## config.mk

```make
export PLATFORM = sky130hd
export DESIGN_NAME = turn_sequencer
export DESIGN_NICKNAME = d
export VERILOG_FILES = /design/src/rtl/tail_light_pkg.sv /design/src/rtl/tick_prescaler.sv /design/src/rtl/turn_sequencer.sv
export SDC_FILE = /design/constraint.sdc
export NUM_CORES = 1
export LEC_CHECK = 0
export CAP_MARGIN = 20
export CORE_ASPECT_RATIO = 1.5
export CORE_UTILIZATION = 45
export CTS_BUF_LIST = sky130_fd_sc_hd__clkbuf_16
export DETAILED_ROUTE_END_ITERATION = 6
export GPL_TIMING_DRIVEN = 0
export PLACE_DENSITY = 0.66
export RECOVER_POWER = 50
export SYNTH_ARGS = -nofsm -noshare
export SYNTH_HDL_FRONTEND = slang
export SYNTH_SLANG_ARGS = --single-unit
```

## constraint.sdc

```tcl
create_clock -name clk -period 3 [get_ports clk]
set_clock_uncertainty 0.1 [all_clocks]
set_input_delay 0.3 -clock clk [delete_from_list [all_inputs] [get_ports clk]]
set_output_delay 0.3 -clock clk [all_outputs]
set_load 0.02 [all_outputs]
```

## src/rtl/tail_light_pkg.sv

```systemverilog
// Shared tail-light types: lamp modes, per-phase lamp patterns, phase width.
// Define SEQ_HOLD_EN to add a held all-on phase (5-step sweep instead of 4).
package tail_light_pkg;

  typedef enum logic [1:0] {NONE, LEFT, RIGHT, HAZ} mode_t;

`ifdef SEQ_HOLD_EN
  localparam int PH_W = 3;
  localparam logic [PH_W-1:0] PH_LAST = 3'd4;
`else
  localparam int PH_W = 2;
  localparam logic [PH_W-1:0] PH_LAST = 2'd3;
`endif

  // Indexed by phase; entry 4 is only reachable in the hold build.
  localparam logic [4:0][2:0] LEFT_PAT  = {3'b111, 3'b111, 3'b011, 3'b001, 3'b000};
  localparam logic [4:0][2:0] RIGHT_PAT = {3'b111, 3'b111, 3'b110, 3'b100, 3'b000};
  localparam logic [5:0]      HAZ_ON    = 6'b111111;
  localparam logic [5:0]      HAZ_OFF   = 6'b000000;

  function automatic logic [PH_W-1:0] next_ph(input logic [PH_W-1:0] ph);
    return (ph == PH_LAST) ? '0 : ph + 1'b1;
  endfunction

endpackage

```

## src/rtl/tick_prescaler.sv

```systemverilog
// Free-running 0..DIV_MAX divider with sync clear and enable; tc marks the
// terminal-count cycle and is suppressed while clear is asserted.
module tick_prescaler #(
  parameter int DIV_W   = 24,
  parameter int DIV_MAX = 12_499_999
) (
  input  logic clk,
  input  logic rst,
  input  logic clr,
  input  logic en,
  output logic tc
);

  logic [DIV_W-1:0] div;

  assign tc = en & ~clr & (div == DIV_W'(DIV_MAX));

  always_ff @(posedge clk or posedge rst) begin
    if (rst)      div <= '0;
    else if (clr) div <= '0;
    else if (en)  div <= tc ? '0 : div + 1'b1;
  end

endmodule

```

## src/rtl/turn_sequencer.sv

```systemverilog
// Turn/hazard lamp animator: decodes the main FSM mode flags (H > L > R) and
// steps a sweep phase / hazard flash on each prescaler tick. Build option: SEQ_HOLD_EN.
module turn_sequencer
  import tail_light_pkg::*;
#(
  parameter int DIV_W   = 24,
  parameter int DIV_MAX = 12_499_999
) (
  input  logic       clk,
  input  logic       rst,
  input  logic       L,
  input  logic       H,
  input  logic       R,
  output logic [2:0] left_out,
  output logic [2:0] right_out,
  output logic [5:0] haz_out,
  output logic       step
);

  mode_t            mode_d, mode_q;
  logic             chg, tc;
  logic [PH_W-1:0]  ph;
  logic [2:0]       ph_x;
  logic             haz_q;

  always_comb begin
    mode_d = NONE;
    if (H)      mode_d = HAZ;
    else if (L) mode_d = LEFT;
    else if (R) mode_d = RIGHT;
  end

  assign chg  = (mode_d != mode_q);
  assign step = tc;

  // Any mode change restarts the step period, so a new pattern gets a full first step.
  tick_prescaler #(.DIV_W(DIV_W), .DIV_MAX(DIV_MAX)) u_presc (
    .clk (clk),
    .rst (rst),
    .clr (chg | (mode_q == NONE)),
    .en  (mode_q != NONE),
    .tc  (tc)
  );

  always_ff @(posedge clk or posedge rst) begin
    if (rst) begin
      mode_q <= NONE;
      ph     <= '0;
      haz_q  <= 1'b0;
    end else begin
      mode_q <= mode_d;
      if (chg) begin
        ph    <= (mode_d == NONE) ? '0 : PH_W'(1);
        haz_q <= (mode_d != NONE);
      end else if (tc) begin
        ph    <= next_ph(ph);
        haz_q <= ~haz_q;
      end
    end
  end

  assign ph_x = 3'(ph);

  always_comb begin
    left_out  = 3'b000;
    right_out = 3'b000;
    haz_out   = HAZ_OFF;
    case (mode_q)
      LEFT:    left_out  = LEFT_PAT[ph_x];
      RIGHT:   right_out = RIGHT_PAT[ph_x];
      HAZ:     haz_out   = haz_q ? HAZ_ON : HAZ_OFF;
      default: ;
    endcase
  end

endmodule
```

==> out/metrics.yaml, run 1 <==
vias_per_cell: 5.996
clk_latency_ns: 0.28
dieArea_sq_um: 4220
rsz0062_at_grt: "no"
layout_commonest_cell: "dfrtp_1"
antenna_cells: 0
hold_viol: 0
synth-async-reset-ratio: 1.000
die_h_um: 79.07
synth_top_family_by_area: "simple AND/OR/NAND/NOR gates"
status: "finished, final reports clean"
power.density_nw_per_um2: 531.2
cap_violations: 0
yosys.area_share.simple: 0.3076
arrival_ns: 2.43
worstMarginPinSlew_ns: 1.305
cts-root-buf: "clkbuf_16"
synth_cell_types: 41
cts_max_path_buffers: 2
vias: 1535
htreeDepth: 2
hold_class: "input pin to asynchronous set/reset pin"
critical_path_class: "register to output pin"
synth_nets: 197
area_growth_pct: 22.19
final-instance-count-excl-fill: 256
drtPass1Iterations: 4
cp.required_ns: 2.60
dp_slack_ns: -0.07553
numCtsBuffers: 5
post-route-drc-count: 0
antenna_found_initial: 0
multiInputGateArea_sq_um: 913.4
synth_xor_area_frac: 0.05899
drt_iter0_drc: 48
wl_per_cell_um: 15.69
gp_congestion: 0.8162
nNetsFinal: 220
dp_cells: 249
grt.overflow.total: 0
fin_crit_ns: 2.826
synth_cells: 189
synth-edff-count: 0
ys_seq_area_frac: 0.4073
crit_path_end_kind: "output pin"
synth-seq-cells: 29
p_leak_nw: 0.7922
setup_violations: 0
report.final.slew_viol_count: 0
ios: 18
synthAdderAreaFrac: 0.02107
grt_max_degree: 30
dieWidth_um: 53.38
crit_path_max_fanout: 16
muxShareOfSynthArea: 0.005618
ctsHoldBuffers: 0
first_global_vias: 1563
routed_wl_mm: 4.016
min_period_over_period: 0.9420
grt_pass1_wl_mm: 7.134
final_cell_mix: "29 x dfrtp_1, 16 x nor3_1, 15 x clkdlybuf4s50_1, 12 x a211oi_1, 11 x nand3_1"
initial_core_util: 0.4795
ys.flop_type: "dfrtp_1"
vdd_drop_max_mv: 0.4879
grt_use_total: 0.2326
hpwlAfterDp_mm: 2.969
relSlewSlack: 0.1299
fmax_ghz: 0.3539
ff_latch_area_sq_um: 725.7
layout-drive-gt1-share: 0.09859
port_buffers: 17
coreArea_sq_um: 3716
drtAntennaViolNets: 0
netlist_area_sq_um: 1782
cts.sinks: 29
start_kind: "register"
synth_compound_area_frac: 0.1278
yosys_warnings: 0
fin_ws_ns: 0.1741
n_fill_cell: 332
path_clk_slew_ns: 0.05
avgSynthCellArea_sq_um: 9.427
cts_tree: "done"
rows: 27
[power breakdown]
group / switching, mW / leakage (nW) / total (mW) / internal (mW)
registers: 0.00632 / 0.391 / 0.406 / 0.399
logic: 0.0589 / 0.308 / 0.108 / 0.0492
clock network: 0.170 / 0.0938 / 0.643 / 0.473
total: 0.235 / 0.792 / 1.16 / 0.922
[synthesized netlist by cell type (all sizes together) (4+ instances only)]
cell    instances  area (sq um)
dfrtp          29         725.7
nor3           16         80.08
a211oi         12         90.09
nand3          11         67.57
nand2          10         37.54
clkbuf          9         33.78
inv             9         33.78
xnor2           9         78.83
buf             7         60.06
or4             7         60.06
o21ai           6         30.03
or3             6         38.79
nand4           5         31.28
o31ai           5         37.54
nor2            4         15.01
nor3b           4         30.03
nor4b           4         35.03
o211ai          4         30.03
[final timing paths]
kind | start | end | slack [ns] | cells past startpoint
setup / recovery | mode_q[1]$_DFF_PP0_ | step | 0.17 | 6
hold / removal | rst | u_presc.div[4]$_DFFE_PP0P_ | 0.27 | 2
max in group asynchronous | rst | ph[1]$_DFFE_PP0P_ | 1.08 | 3
min in group clk | u_presc.div[0]$_DFFE_PP0P_ | u_presc.div[0]$_DFFE_PP0P_ | 0.40 | 1
setup reg to reg | mode_q[1]$_DFF_PP0_ | ph[0]$_DFFE_PP0P_ | 0.61 | 5
hold reg to reg | u_presc.div[0]$_DFFE_PP0P_ | u_presc.div[0]$_DFFE_PP0P_ | 0.40 | 1
[worst max-delay path, stage by stage, from the launching register on]
cell	delay, ns
dfrtp_1	0.38
clkbuf_1	0.21
nand3b_1	0.20
a21o_1	0.18
and2_2	0.31
nor3_1	0.22
clkdlybuf4s50_1	0.64
[per-layer routing]
metal	GRT usage	wire [um]	up-vias
met1	0.2646	1590	737
li1	-	-	749
met2	0.3900	2139	37
met5	0	0	-
met4	0.1132	107	0
met3	0.05747	178	12
[sequential cells by signal, indices dropped and copies added (netlist names)]
name,count
ph,2
u_presc.div,24
mode_q,2
haz_q,1
[through the flow]
stage               cell area, sq um  hold WS, ns  power [mW]  TNS (ns)  utilization
floorplan                       1782       0.2781      0.4804         0            -
global placement                2006       0.3869      0.5200  -0.09808       0.5397
detailed placement              2006       0.3912      0.5227  -0.07553       0.5397
CTS                             2188       0.4058       1.168         0       0.5889
global route                    2177       0.3073       1.202         0       0.5859
finish                          2177       0.2653       1.156         0       0.5859
[area by class of cell]
cell class	count	share of cell area
multi-input combinational	135	0.4195
sequential	29	0.3333
timing repair buffer	18	0.07989
clock buffer	5	0.05747
buffer	14	0.03966
clock inverter	3	0.02989
tap	43	0.02471
inverter	9	0.01552
[kinds of logic (layout without fill, tap and decap cells)]
| group | Yosys count | count (layout) |
|---|---|---|
| fa+ha+maj | 3 | 3 |
| flops | 29 | 29 |
| xor+xnor | 12 | 12 |
| simple gates | 87 | 87 |
| buf+inv | 25 | 49 |
| compound gates | 32 | 32 |
| mux | 1 | 1 |
[timing repair]
action,in CTS,in global routing
setup endpoints to repair,1,1
setup buffers,0,0
resized for setup,0,1
Power figures use the tool's default switching activity.
==> run 2: changes to the inputs <==
--- a/config.mk
+++ b/config.mk
@@ -11,8 +11,9 @@
 export CTS_BUF_LIST = sky130_fd_sc_hd__clkbuf_16
 export DETAILED_ROUTE_END_ITERATION = 6
 export GPL_TIMING_DRIVEN = 0
-export PLACE_DENSITY = 0.66
+export PLACE_DENSITY = 0.67
 export RECOVER_POWER = 50
 export SYNTH_ARGS = -nofsm -noshare
 export SYNTH_HDL_FRONTEND = slang
+export SYNTH_HIERARCHICAL = 1
 export SYNTH_SLANG_ARGS = --single-unit
==> out/metrics.yaml, run 2 <==
status: "finished, final reports clean"
report.final.slew_viol_count: 0  # unchanged
r2r_cells: 9  # +4
ys_seq_area_frac: 0.4090  # +0.001723
seqPwrFrac: 0.407  # +0.056
critPathLaunch: "H"
yosys-top-cells-count: "29 x dfrtp_1, 21 x nand2_1, 15 x a31oi_1"
arrival_ns: 2.44  # about the same
synth_cell_types: 44  # +7.3%
dieWidth_um: 53.27  # -0.20%
crit_path_end_kind: "output pin"
synth-async-reset-ratio: 1.000  # unchanged
coreArea_sq_um: 3716  # unchanged
rrSetupSlack_ns: 0.28  # -0.33 ns
fin_area_sq_um: 2136  # -1.9%
initial_core_util: 0.4774  # -0.002020
hold_class: "input pin to asynchronous set/reset pin"
synth_nets: 200  # +1.5%
antenna_cells: 0  # unchanged
fmax_ghz: 0.3523  # -0.45%
critical_path_class: "input pin to output pin"
ios: 18  # unchanged
nNetsFinal: 224  # +1.8%
routed_wl_mm: 4.143  # +3.2%
r2r_end: "u_presc/div[21]$_DFFE_PP0P_"
post-route-drc-count: 0  # unchanged
htreeDepth: 2  # unchanged
placed_area_sq_um: 1998  # -0.37%
clk_latency_ns: 0.27  # about the same
ys.flop_type: "dfrtp_1"
final_cell_mix: "29 x dfrtp_1, 21 x nand2_1, 15 x a31oi_1, 13 x clkdlybuf4s50_1"
gp_congestion: 0.8485  # +4.0%
rows: 27  # unchanged
hold_viol: 0  # unchanged
path_clk_slew_ns: 0.05  # about the same
grt.overflow.total: 0  # unchanged
vias_per_cell: 5.977  # -0.32%
top_regs: "u_presc/div x24, mode_q x2, ph x2"
layout-drive-gt1-share: 0.1198  # +0.02122
grt_max_degree: 25  # -17%
power.share.switching: 0.2405  # +0.03741
top_register: "u_presc/div"
avgSynthCellArea_sq_um: 9.241  # -2.0%
wl_per_cell_um: 15.93  # +1.6%
area_growth_pct: 20.38
first_global_vias: 1471  # -5.9%
cts_max_path_buffers: 2  # unchanged
synth-edff-count: 0  # unchanged
dieArea_sq_um: 4203  # -0.40%
synth_cells: 192  # +1.6%
r2r_start: "mode_q[1]$_DFF_PP0_"
power_mw: 0.9933  # -14%
largest_reg_flops: 24  # unchanged
port_buffers: 17  # unchanged
cp_top_family: "simple AND/OR/NAND/NOR gates"
postCtsSetupRepairBufs: 0  # unchanged
cts.sinks: 29  # unchanged
numCtsBuffers: 5  # unchanged
yosysTopAreaCellShare: 0.4090  # +0.001723
relSlewSlack: 0.3570  # +0.2271
start_kind: "input pin"
rsz0062_at_grt: "no"
cap_violations: 0  # unchanged
drtPass1Iterations: 4  # unchanged
p_int_mw: 0.7544  # -18%
path_buf_inv: 2  # unchanged
yosysMostFrequentCell: "dfrtp_1"
slowest_delay_ns: 0.46  # -0.18 ns
layout_commonest_cell: "dfrtp_1"
synth_area_leader_cell: "dfrtp_1"
crit_chain: "clkdlybuf4s50_1 -> or2_1 -> o31ai_4 -> nand2_1 -> nand2b_1 -> nor2_2 -> dlygate4sd2_1"
p_switching_mw: 0.2389  # +1.7%
synth_area_leaders: "dfrtp_1 41%, a31oi_1 5.3%, a22o_1 4.4%"
cts-root-buf: "clkbuf_16"
synth-seq-cells: 29  # unchanged
worstSetupPathDepth: 7  # +1
power.density_nw_per_um2: 465.1  # -12%
crit_path_max_fanout: 6  # -10
netlist_area_sq_um: 1774  # -0.42%
grt_use_total: 0.2261  # -0.006468
setup_violations: 0  # unchanged
antenna_found_initial: 0  # unchanged
cts_tree: "done"
crit_slowest_cell: "clkdlybuf4s50_1"
cp.required_ns: 2.60  # about the same
combPwrFrac: 0.131  # +0.038
die_h_um: 78.90  # -0.21%
clkPwrFrac: 0.462  # -0.094
drt_iter0_drc: 44  # -8.3%
endpoint: "step"
grt_pass1_wl_mm: 6.927  # -2.9%
min_period_over_period: 0.9462  # +0.004272
yosys_warnings: 6  # +6
vias: 1554  # +1.2%
p_leak_nw: 0.9634  # +22%
drtAntennaViolNets: 0  # unchanged
hpwlAfterDp_mm: 3.031  # +2.1%
worstMarginPinSlew_ns: 0.9634  # -0.3417 ns
vdd_drop_max_mv: 0.4674  # -4.2%
n_fill_cell: 340  # +2.4%
fin_crit_ns: 2.839  # +0.01282 ns
==> run 2: cell types whose count changed after synthesis, sizes merged, moves of 5 or more <==
cell and delta:
nand2 +11, xnor2 -6, or3 -6, clkbuf -5
a211oi -12, a31oi +15, a22o +9, nor3 -12
nor2 +9, or4 -5
==> run 2: routing by layer <==
layer / vias to the layer above / GRT usage / part of all wire
li1: 744 / - / -
met1: 756 / 0.2494 / 0.40
met2: 46 / 0.4088 / 0.54
met3: 8 / 0.03831 / 0.041
met4: 0 / 0.08947 / 0.019
met5: - / 0 / 0
==> run 2: final cells by class <==
| class | instances | area, sq um | share of cell area |
|---|---|---|---|
| clock inverter | 3 | 12.51 | 0.005858 |
| timing repair buffer | 17 | 168.9 | 0.07909 |
| buffer | 13 | 85.08 | 0.03984 |
| multi-input combinational | 144 | 942.2 | 0.4411 |
| inverter | 6 | 22.52 | 0.01054 |
| clock buffer | 5 | 125.1 | 0.05858 |
| tap | 43 | 53.80 | 0.02519 |
| sequential | 29 | 725.7 | 0.3398 |
==> run 2: kinds of logic after synthesis <==
family | Yosys count | share of synthesized area
flip-flops | 29 | 0.4090
AND/OR/NAND/NOR | 88 | 0.2736
AO/OA/AOI/OAI | 42 | 0.1770
XOR/XNOR | 7 | 0.03456
buffers and inverters | 19 | 0.06135
adder cells (fa/ha/maj) | 3 | 0.02116
multiplexers | 4 | 0.02327
==> run 2: power groups by stage <==
stage	Clock [mW]	Combinational [mW]	Sequential (mW)
3_3_place_gp	0	0.127	0.410
2_1_floorplan	0	0.0868	0.409
5_1_grt	0.490	0.142	0.404
4_1_cts	0.467	0.131	0.404
6_report	0.459	0.130	0.404
3_5_place_dp	0	0.130	0.410
==> run 2: stage by stage <==
step           setup slack (ns)    util  hold WS, ns  std cells  TNS, ns
2_1_floorplan            0.6862       -     -0.02148        192        0
3_3_place_gp            -0.1814  0.5377       0.3835        252  -0.1814
3_5_place_dp            -0.2319  0.5377       0.3903        252  -0.2325
4_1_cts                  0.1694  0.5751       0.1666        260        0
5_1_grt                 0.01095  0.5747       0.3288        260        0
6_report                 0.1613  0.5747       0.2986        260        0
==> run 2: worst min path at each step <==
stage                                 from                          end  slack (ns)
2_1_floorplan                          rst            haz_q$_DFFE_PP0P_       -0.02
3_3_place_gp   u_presc/div[18]$_DFFE_PP0P_  u_presc/div[18]$_DFFE_PP0P_        0.38
3_5_place_dp   u_presc/div[18]$_DFFE_PP0P_  u_presc/div[18]$_DFFE_PP0P_        0.39
4_1_cts                                rst          mode_q[1]$_DFF_PP0_        0.17
5_1_grt                                rst          mode_q[1]$_DFF_PP0_        0.33
6_report                               rst          mode_q[1]$_DFF_PP0_        0.30
==> run 2: worst register-to-register path, stage by stage (launching register included) <==
cell and delay (ns):
dfrtp_1 0.38, buf_6 0.14, xor2_1 0.18, o31ai_4 0.33
nand2_1 0.20, nand2b_1 0.27, a21oi_2 0.32, clkbuf_1 0.47
o211ai_1 0.17, nand3_1 0.10
==> run 2: timing repair <==
action | 4_1_cts | 5_1_grt
hold buffers | 0 | 0
setup endpoints to repair | 1 | 0
gates resized for setup | 2 | 0
